### config.mk
export PLATFORM = sky130hd
export DESIGN_NAME = seq_stage_controller_flat
export DESIGN_NICKNAME = d
export VERILOG_FILES = /design/src/rtl/seq_stage_controller_if.sv /design/src/rtl/seq_stage_controller.sv /design/src/flat_wrapper.sv
export SDC_FILE = /design/constraint.sdc
export NUM_CORES = 1
export LEC_CHECK = 0
export ABC_CLOCK_PERIOD_IN_PS = 2600
export CAP_MARGIN = 20
export CORE_AREA = 2 2 123 113
export CTS_CLUSTER_SIZE = 30
export DETAILED_ROUTE_END_ITERATION = 8
export DIE_AREA = 0 0 125 115
export GPL_TIMING_DRIVEN = 0
export PLACE_DENSITY = 0.61
export REMOVE_ABC_BUFFERS = 1
export SYNTH_ARGS = -nofsm -noshare
export SYNTH_HDL_FRONTEND = slang
export SYNTH_SLANG_ARGS = --single-unit
### constraint.sdc
create_clock -name clk -period 2.6 [get_ports clk]
set_clock_uncertainty 0.1 [all_clocks]
set_input_delay 0.52 -clock clk [delete_from_list [all_inputs] [get_ports clk]]
set_output_delay 0.52 -clock clk [all_outputs]
set_load 0.005 [all_outputs]
### src/rtl/seq_stage_controller_if.sv
// seq_stage_controller_if: handshake/status bundle of the SEQ sequencer.
// slave: controller side; master: environment (fetch, data memory, host).
interface seq_stage_controller_if #(
  parameter int CNT_WIDTH = 32
);
  logic                 start;
  logic [3:0]           icode;
  logic                 imem_error;
  logic                 func_error;
  logic                 mem_ready;
  logic                 dmem_error;
`ifdef SEQ_SINGLE_STEP_EN
  logic                 step;
`endif
  logic                 fetch_en;
  logic                 decode_en;
  logic                 execute_en;
  logic                 memory_en;
  logic                 writeback_en;
  logic                 pc_update_en;
  logic [2:0]           stat;
  logic                 halted;
  logic [CNT_WIDTH-1:0] cycle_count;
  logic [CNT_WIDTH-1:0] instr_count;

`ifdef SEQ_SINGLE_STEP_EN
  modport slave (
    input  start, icode, imem_error, func_error,
    input  mem_ready, dmem_error, step,
    output fetch_en, decode_en, execute_en, memory_en,
    output writeback_en, pc_update_en,
    output stat, halted, cycle_count, instr_count
  );
  modport master (
    output start, icode, imem_error, func_error,
    output mem_ready, dmem_error, step,
    input  fetch_en, decode_en, execute_en, memory_en,
    input  writeback_en, pc_update_en,
    input  stat, halted, cycle_count, instr_count
  );
`else
  modport slave (
    input  start, icode, imem_error, func_error,
    input  mem_ready, dmem_error,
    output fetch_en, decode_en, execute_en, memory_en,
    output writeback_en, pc_update_en,
    output stat, halted, cycle_count, instr_count
  );
  modport master (
    output start, icode, imem_error, func_error,
    output mem_ready, dmem_error,
    input  fetch_en, decode_en, execute_en, memory_en,
    input  writeback_en, pc_update_en,
    input  stat, halted, cycle_count, instr_count
  );
`endif
endinterface

### src/rtl/seq_stage_controller.sv
// seq_stage_controller: SEQ Y86-64 sequencer stepping fetch..PC-update,
// one registered one-hot stage enable per cycle, faults -> stat, halt.
// Ports: clk; rst (sync, active-high); bus (slave): start, icode,
// imem_error, func_error, mem_ready, dmem_error in; six stage enables,
// stat, halted, cycle_count, instr_count out.
// Option: define SEQ_SINGLE_STEP_EN for bus.step and a PAUSE state.
module seq_stage_controller #(
  parameter int CNT_WIDTH   = 32,
  parameter int MEM_TIMEOUT = 15
) (
  input logic                   clk,
  input logic                   rst,
  seq_stage_controller_if.slave bus
);

  typedef enum logic [3:0] {
    S_IDLE,
    S_FETCH,
    S_DECODE,
    S_EXECUTE,
    S_MEMORY,
    S_WRITEBACK,
    S_PCUPDATE,
    S_HALTED
`ifdef SEQ_SINGLE_STEP_EN
    ,
    S_PAUSE
`endif
  } state_t;

  localparam logic [2:0] ST_AOK = 3'd1;
  localparam logic [2:0] ST_HLT = 3'd2;
  localparam logic [2:0] ST_ADR = 3'd3;
  localparam logic [2:0] ST_INS = 3'd4;

  // tmo_q counts MEMORY cycles already completed, so the
  // MEM_TIMEOUT-th cycle is the last one allowed to wait.
  localparam logic [7:0] TMO_LAST = 8'(MEM_TIMEOUT - 1);
  localparam logic [CNT_WIDTH-1:0] CNT_ONE = CNT_WIDTH'(1);

  state_t               state_q, state_d;
  logic [2:0]           stat_q, stat_d;
  logic [3:0]           icode_q, icode_d;
  logic [7:0]           tmo_q, tmo_d;
  logic [CNT_WIDTH-1:0] cyc_q, cyc_d;
  logic [CNT_WIDTH-1:0] ins_q, ins_d;
  logic [5:0]           en_q, en_d;
  logic                 halted_q, halted_d;
  logic                 mem_class;
  logic                 active;

  assign mem_class = icode_q inside {4'h4, 4'h5, 4'h8,
                                     4'h9, 4'hA, 4'hB};

`ifdef SEQ_SINGLE_STEP_EN
  assign active = !(state_q inside {S_IDLE, S_HALTED, S_PAUSE});
`else
  assign active = !(state_q inside {S_IDLE, S_HALTED});
`endif

  always_comb begin
    state_d = state_q;
    stat_d  = stat_q;
    icode_d = icode_q;
    tmo_d   = tmo_q;
    ins_d   = ins_q;
    cyc_d   = cyc_q;
    if (active && !(&cyc_q)) cyc_d = cyc_q + CNT_ONE;
    unique case (state_q)
      S_IDLE: begin
`ifdef SEQ_SINGLE_STEP_EN
        if (bus.start) state_d = S_PAUSE;
`else
        if (bus.start) state_d = S_FETCH;
`endif
      end
      S_FETCH: state_d = S_DECODE;
      S_DECODE: begin
        icode_d = bus.icode;
        priority case (1'b1)
          bus.imem_error: begin
            stat_d  = ST_ADR;
            state_d = S_HALTED;
          end
          bus.func_error: begin
            stat_d  = ST_INS;
            state_d = S_HALTED;
          end
          (bus.icode == 4'h0): begin
            stat_d  = ST_HLT;
            state_d = S_HALTED;
          end
          default: state_d = S_EXECUTE;
        endcase
      end
      S_EXECUTE: begin
        tmo_d   = '0;
        state_d = S_MEMORY;
      end
      S_MEMORY: begin
        if (!mem_class) begin
          state_d = S_WRITEBACK;
        end else begin
          priority case (1'b1)
            bus.dmem_error: begin
              stat_d  = ST_ADR;
              state_d = S_HALTED;
            end
            bus.mem_ready: state_d = S_WRITEBACK;
            (tmo_q == TMO_LAST): begin
              stat_d  = ST_ADR;
              state_d = S_HALTED;
            end
            default: tmo_d = tmo_q + 8'd1;
          endcase
        end
      end
      S_WRITEBACK: state_d = S_PCUPDATE;
      S_PCUPDATE: begin
        if (!(&ins_q)) ins_d = ins_q + CNT_ONE;
`ifdef SEQ_SINGLE_STEP_EN
        state_d = S_PAUSE;
`else
        state_d = S_FETCH;
`endif
      end
      S_HALTED: state_d = S_HALTED;
`ifdef SEQ_SINGLE_STEP_EN
      S_PAUSE: if (bus.step) state_d = S_FETCH;
`endif
      default: state_d = S_IDLE;
    endcase
  end

  // Enables are registered from the next state so they line up
  // exactly with the stage the machine is in.
  always_comb begin
    en_d     = '0;
    halted_d = 1'b0;
    unique case (state_d)
      S_FETCH:     en_d[5]  = 1'b1;
      S_DECODE:    en_d[4]  = 1'b1;
      S_EXECUTE:   en_d[3]  = 1'b1;
      S_MEMORY:    en_d[2]  = 1'b1;
      S_WRITEBACK: en_d[1]  = 1'b1;
      S_PCUPDATE:  en_d[0]  = 1'b1;
      S_HALTED:    halted_d = 1'b1;
      default:     ;
    endcase
  end

  always_ff @(posedge clk) begin
    if (rst) begin
      state_q  <= S_IDLE;
      stat_q   <= ST_AOK;
      icode_q  <= '0;
      tmo_q    <= '0;
      cyc_q    <= '0;
      ins_q    <= '0;
      en_q     <= '0;
      halted_q <= 1'b0;
    end else begin
      state_q  <= state_d;
      stat_q   <= stat_d;
      icode_q  <= icode_d;
      tmo_q    <= tmo_d;
      cyc_q    <= cyc_d;
      ins_q    <= ins_d;
      en_q     <= en_d;
      halted_q <= halted_d;
    end
  end

  assign bus.fetch_en     = en_q[5];
  assign bus.decode_en    = en_q[4];
  assign bus.execute_en   = en_q[3];
  assign bus.memory_en    = en_q[2];
  assign bus.writeback_en = en_q[1];
  assign bus.pc_update_en = en_q[0];
  assign bus.stat         = stat_q;
  assign bus.halted       = halted_q;
  assign bus.cycle_count  = cyc_q;
  assign bus.instr_count  = ins_q;

endmodule

### src/flat_wrapper.sv
// flat-port wrapper written by rule: the top's interface ports become plain ports
module seq_stage_controller_flat 
#(
  parameter int CNT_WIDTH   = 32,
  parameter int MEM_TIMEOUT = 15
)
  (clk, rst, bus_start, bus_icode, bus_imem_error, bus_func_error, bus_mem_ready, bus_dmem_error, bus_fetch_en, bus_decode_en, bus_execute_en, bus_memory_en, bus_writeback_en, bus_pc_update_en, bus_stat, bus_halted, bus_cycle_count, bus_instr_count);
  seq_stage_controller_if #(.CNT_WIDTH(CNT_WIDTH)) bus_i ();
  input logic clk;
  input logic rst;
  input wire logic [$bits(bus_i.start)-1:0] bus_start;
  input wire logic [$bits(bus_i.icode)-1:0] bus_icode;
  input wire logic [$bits(bus_i.imem_error)-1:0] bus_imem_error;
  input wire logic [$bits(bus_i.func_error)-1:0] bus_func_error;
  input wire logic [$bits(bus_i.mem_ready)-1:0] bus_mem_ready;
  input wire logic [$bits(bus_i.dmem_error)-1:0] bus_dmem_error;
  output wire logic [$bits(bus_i.fetch_en)-1:0] bus_fetch_en;
  output wire logic [$bits(bus_i.decode_en)-1:0] bus_decode_en;
  output wire logic [$bits(bus_i.execute_en)-1:0] bus_execute_en;
  output wire logic [$bits(bus_i.memory_en)-1:0] bus_memory_en;
  output wire logic [$bits(bus_i.writeback_en)-1:0] bus_writeback_en;
  output wire logic [$bits(bus_i.pc_update_en)-1:0] bus_pc_update_en;
  output wire logic [$bits(bus_i.stat)-1:0] bus_stat;
  output wire logic [$bits(bus_i.halted)-1:0] bus_halted;
  output wire logic [$bits(bus_i.cycle_count)-1:0] bus_cycle_count;
  output wire logic [$bits(bus_i.instr_count)-1:0] bus_instr_count;
  assign bus_i.start = bus_start;
  assign bus_i.icode = bus_icode;
  assign bus_i.imem_error = bus_imem_error;
  assign bus_i.func_error = bus_func_error;
  assign bus_i.mem_ready = bus_mem_ready;
  assign bus_i.dmem_error = bus_dmem_error;
  assign bus_fetch_en = bus_i.fetch_en;
  assign bus_decode_en = bus_i.decode_en;
  assign bus_execute_en = bus_i.execute_en;
  assign bus_memory_en = bus_i.memory_en;
  assign bus_writeback_en = bus_i.writeback_en;
  assign bus_pc_update_en = bus_i.pc_update_en;
  assign bus_stat = bus_i.stat;
  assign bus_halted = bus_i.halted;
  assign bus_cycle_count = bus_i.cycle_count;
  assign bus_instr_count = bus_i.instr_count;
  seq_stage_controller #(.CNT_WIDTH(CNT_WIDTH), .MEM_TIMEOUT(MEM_TIMEOUT)) u_core (.clk(clk), .rst(rst), .bus(bus_i));
endmodule
==> summary by stage <==
Critical path
The endpoint arrival time on the critical path is 2.61 ns. Of all nets on the critical path, the largest fanout is 12. Broken down by cell family, the worst path's largest delay share belongs to simple AND/OR/NAND/NOR gates.

At the worst endpoint, the required time is 2.77 ns. The critical path contains buffers and inverters numbering 0 combined. The kind of start point of the critical path is a flop.

The worst setup path is of the reg2reg kind. The worst setup path is captured at a flop. The signal on the critical path passes through and4b_1 -> nor4_4 -> or4b_1 -> or4_1 -> a21oi_1. The register-to-register setup slack is 0.16 ns. In this design, the stage delay of the slowest critical-path cell is 0.53 ns. The cell type of the slowest stage on the worst timing path is or4b_1.

Outcome
The flow ran to the end, and the final reports show no timing, DRC or antenna violations.

Floorplan
The core region is roughly 13000 um2. The floorplan step set the die height to 115 um. The die covers 14400 um2. The count of boundary I/O pins is 85. The starting utilization of the core area is between 30 and 40%. In this run the horizontal extent of the chip is roughly 130 um.

The initialized floorplan defines 40 standard-cell rows.

Worst hold path
The type of the most critical hold path is reg2reg.

STA
The highest attainable clock frequency is 409 MHz. The time the worst path needs with I/O delays and setup is between 2 and 2.5 ns. Setup repair after global routing left no endpoint under its margin. The slew of the pin with the lowest slew margin is 0.878 ns. The final cycle utilization of the critical path is 94.0%.

In this run the tightest slew margin relative to its limit is a little over 40%. The final number of hold-violating endpoints is 0. The setup TNS is 0 ns.

The final count of negative-setup-slack endpoints is 0. The final count of pins violating max slew came to 0. Setup slack closes at approximately 0.16 ns.

Layout
The fraction of final layout cells sized beyond drive strength 1 is 9.49%. The final-stage net count is 632. The growth of design area from synthesis to finish is 31.4%. The most frequent standard cell in the layout excluding fill and tap cells is dfxtp_1. Leaving out fill and tap cells, the most frequent cells in the layout are 84 x dfxtp_1, 83 x clkdlybuf4s50_1, 53 x a21oi_1.

Fill cells in the final layout number roughly 1300. For this run, the share of the core covered by cells in the final layout is 44.7%. The number of diodes is 0.

Route
In this run, the number of DRC markers left after iteration 0 of detailed routing was 289. After detailed routing, the met2 layer carries between 5 and 6 mm of wire. After detailed routing, the number of remaining DRC violations is 0.

In this run the remaining antenna-violating nets after routing total 0. The detailed route wirelength on metal3 is 495 um. The first detailed-routing pass took 4 iterations. The highest metal layer carrying signal wires in the routed design is met4.

Dividing the detail-routed wire length by the instance count gives 14.8 um. Dividing the detail-routed via count by the number of cells gives ~5.5. For this block, the via count after detailed routing is ~4400. The routed design has 11.7 mm of wire. The wire length on met1 is 5.65 mm.

Power and ir drop
Combinational logic is responsible for 3.0% of the overall power. The clock group share of total power is about half. Dividing total power by cell area gives a power density of 507 nW/um2.

Net switching is a little over a fifth of the power. The share of total power dissipated in sequential elements is between 40% and 50%. In this run the power spent charging and discharging nets is 0.000625 W.

The maximum ir drop on the vdd rail is about 0.28 mV. The internal portion of the total power is 0.00235 W. The leakage power of the design is 1.77 nW.

Power comes to a little under 0.003 W.

Synthesis
The mean instance size in the synthesized netlist is 8.28 um2. In this run, synthesis inferred 0 flip-flops with an integrated enable. The number of library cell types mapped by synthesis is 60. Sequential elements use 39.9% of the synthesized area.

The count of yosys warnings during synthesis is 0. The share of flip-flops with an asynchronous set or reset is 0%. The mapped netlist covers 4460 um2. The flip-flop cell with the highest count after synthesis is dfxtp_1. The register bit total from synthesis is 89. The number of standard cells after synthesis is about 540.

Clocking
The sink count of the clock tree is approximately 90. The CTS H-tree depth is 3. Clock tree synthesis inserted a total of 9 buffers.

For the worst-skew pair, the clock arrives at the later sink with an insertion delay of 0.34 ns. Counting along the longest clock path gives a buffer depth of 2. The clock edge transition at the registers on the reported setup and hold paths is 0.07 ns. The TritonCTS clock tree is built. The master cell of the clock root buffer is clkbuf_16.

Placed design
After legalization and detailed placement, the total HPWL measured ~8 mm. The count of buffers added on input and output ports is 84. Prior to clock tree synthesis, the placed netlist has a worst setup slack of -0.352 ns. The weighted congestion reported at the end of routability-driven placement is 0.799.

Global route
The number of antenna violations at the first check in global routing is 0. The first-pass GRT wire length is 19.5 mm. The overall track demand over capacity in global routing is between 15 and 20%.

The total congestion overflow is 0. The via count of the first global-routing pass is roughly 4000. Entering global routing, the biggest net connects 87 pins.

Flow run
The tool flagged a number of max-cap violations equal to 0.
cells by family after synthesis:
kind of cell             synth area share [%]
buffers and inverters                    3.59
XOR/XNOR                                 1.37
flip-flops                               39.9
other                                  0.0840
AND/OR/NAND/NOR                          32.6
multiplexers                             2.89
AO/OA/AOI/OAI                            18.5
adder cells (fa/ha/maj)                  1.12
area by class of cell:
class / count / area (um2) / share of cell area (%)
Clock inverter: 7 / 119 / 2.03
Tap cell: 168 / 210 / 3.59
Sequential cell: 89 / 1790 / 30.5
Multi-Input combinational cell: 411 / 2580 / 44.0
Inverter: 16 / 60.1 / 1.02
Timing Repair Buffer: 90 / 883 / 15.1
Clock buffer: 9 / 225 / 3.84
metrics by stage:
stage | hold WS, ns | cell area, um2 | cells
after floorplan | 0.353 | 4360 | 515
after global placement | 0.355 | 5410 | 767
after detailed placement | 0.368 | 5410 | 767
after CTS | 0.378 | 5810 | 788
after global routing | 0.401 | 5860 | 790
final | 0.379 | 5860 | 790
worst min-delay path, delay by kind of cell (launching register included):
family                 cells  cell delay [ns]
AOI/OAI and AO/OA          1             0.07
buffers and inverters      1             0.05
DFF                        1             0.32
power groups by stage:
| stage | clock network [W] | logic, W | registers (W) |
|---|---|---|---|
| 5_1_grt | 0.00161 | 0.0000995 | 0.00138 |
| 3_3_place_gp | 0 | 0.0000922 | 0.00141 |
| 3_5_place_dp | 0 | 0.0000910 | 0.00141 |
| 6_report | 0.00150 | 0.0000905 | 0.00138 |
| 2_1_floorplan | 0 | 0.0000349 | 0.00141 |
| 4_1_cts | 0.00155 | 0.0000913 | 0.00138 |
state kept, by name (all words and copies together) (netlist names):
signal,count
u_core.bus.cycle_count,32
u_core.tmo_q,8
u_core.icode_q,3
u_core.bus.halted,1
u_core.state_q,4
u_core.bus.instr_count,32
u_core.en_q,6
u_core.bus.stat,3
path summary, 6_finish.rpt:
| path | cells past startpoint | to | from |
|---|---|---|---|
| max | 5 | u_core.bus.cycle_count[19]$_SDFFE_PP0P_ | u_core.state_q[3]$_SDFF_PP0_ |
| min | 2 | u_core.bus.stat[1]$_SDFFE_PP0P_ | u_core.bus.stat[1]$_SDFFE_PP0P_ |
| max reg2reg | 5 | u_core.bus.cycle_count[19]$_SDFFE_PP0P_ | u_core.state_q[3]$_SDFF_PP0_ |
| min reg2reg | 2 | u_core.bus.stat[1]$_SDFFE_PP0P_ | u_core.bus.stat[1]$_SDFFE_PP0P_ |
synth_stat cells (all sizes together), types with 2 or more instances:
cell type  instances  area, um2
a21o               2       15.0
a21oi             55        279
a31o               2       17.5
and2               5       31.3
and3               8       50.1
and4               2       17.5
buf                6       32.5
clkbuf            18       67.6
dfxtp             89       1780
ha                 4       50.1
inv               16       60.1
mux2               7       78.8
mux2i              5       50.1
nand2             40        150
nand2b             4       25.0
nand3             26        130
nand4             22        144
nand4b             3       26.3
nor2              39        146
nor2b              9       56.3
nor3              15       75.1
nor3b              2       15.0
nor4              11       81.3
o21a               3       22.5
o21ai             26        130
o31a               4       35.0
o31ai             23        186
o41ai              3       26.3
or2                5       31.3
or3               28        175
or3b               2       17.5
or4               26        195
or4b               4       43.8
xnor2              7       61.3
per-layer routing:
| metal | GRT usage, % | up-vias |
|---|---|---|
| met5 | 0 | - |
| met3 | 5.07 | 8 |
| met1 | 21.3 | 2080 |
| li1 | - | 2191 |
| met4 | 4.30 | 0 |
| met2 | 26.6 | 91 |
timing repair:
| action | in CTS | in global routing |
|---|---|---|
| gates resized for setup | 1 | 12 |
| hold buffers | 0 | 0 |
| pin swaps | 2 | 2 |
| endpoints found under the setup margin | 19 | 15 |
| setup buffers | 4 | 2 |
| cloned | 1 | 0 |
(Power assumes the default switching activity.)
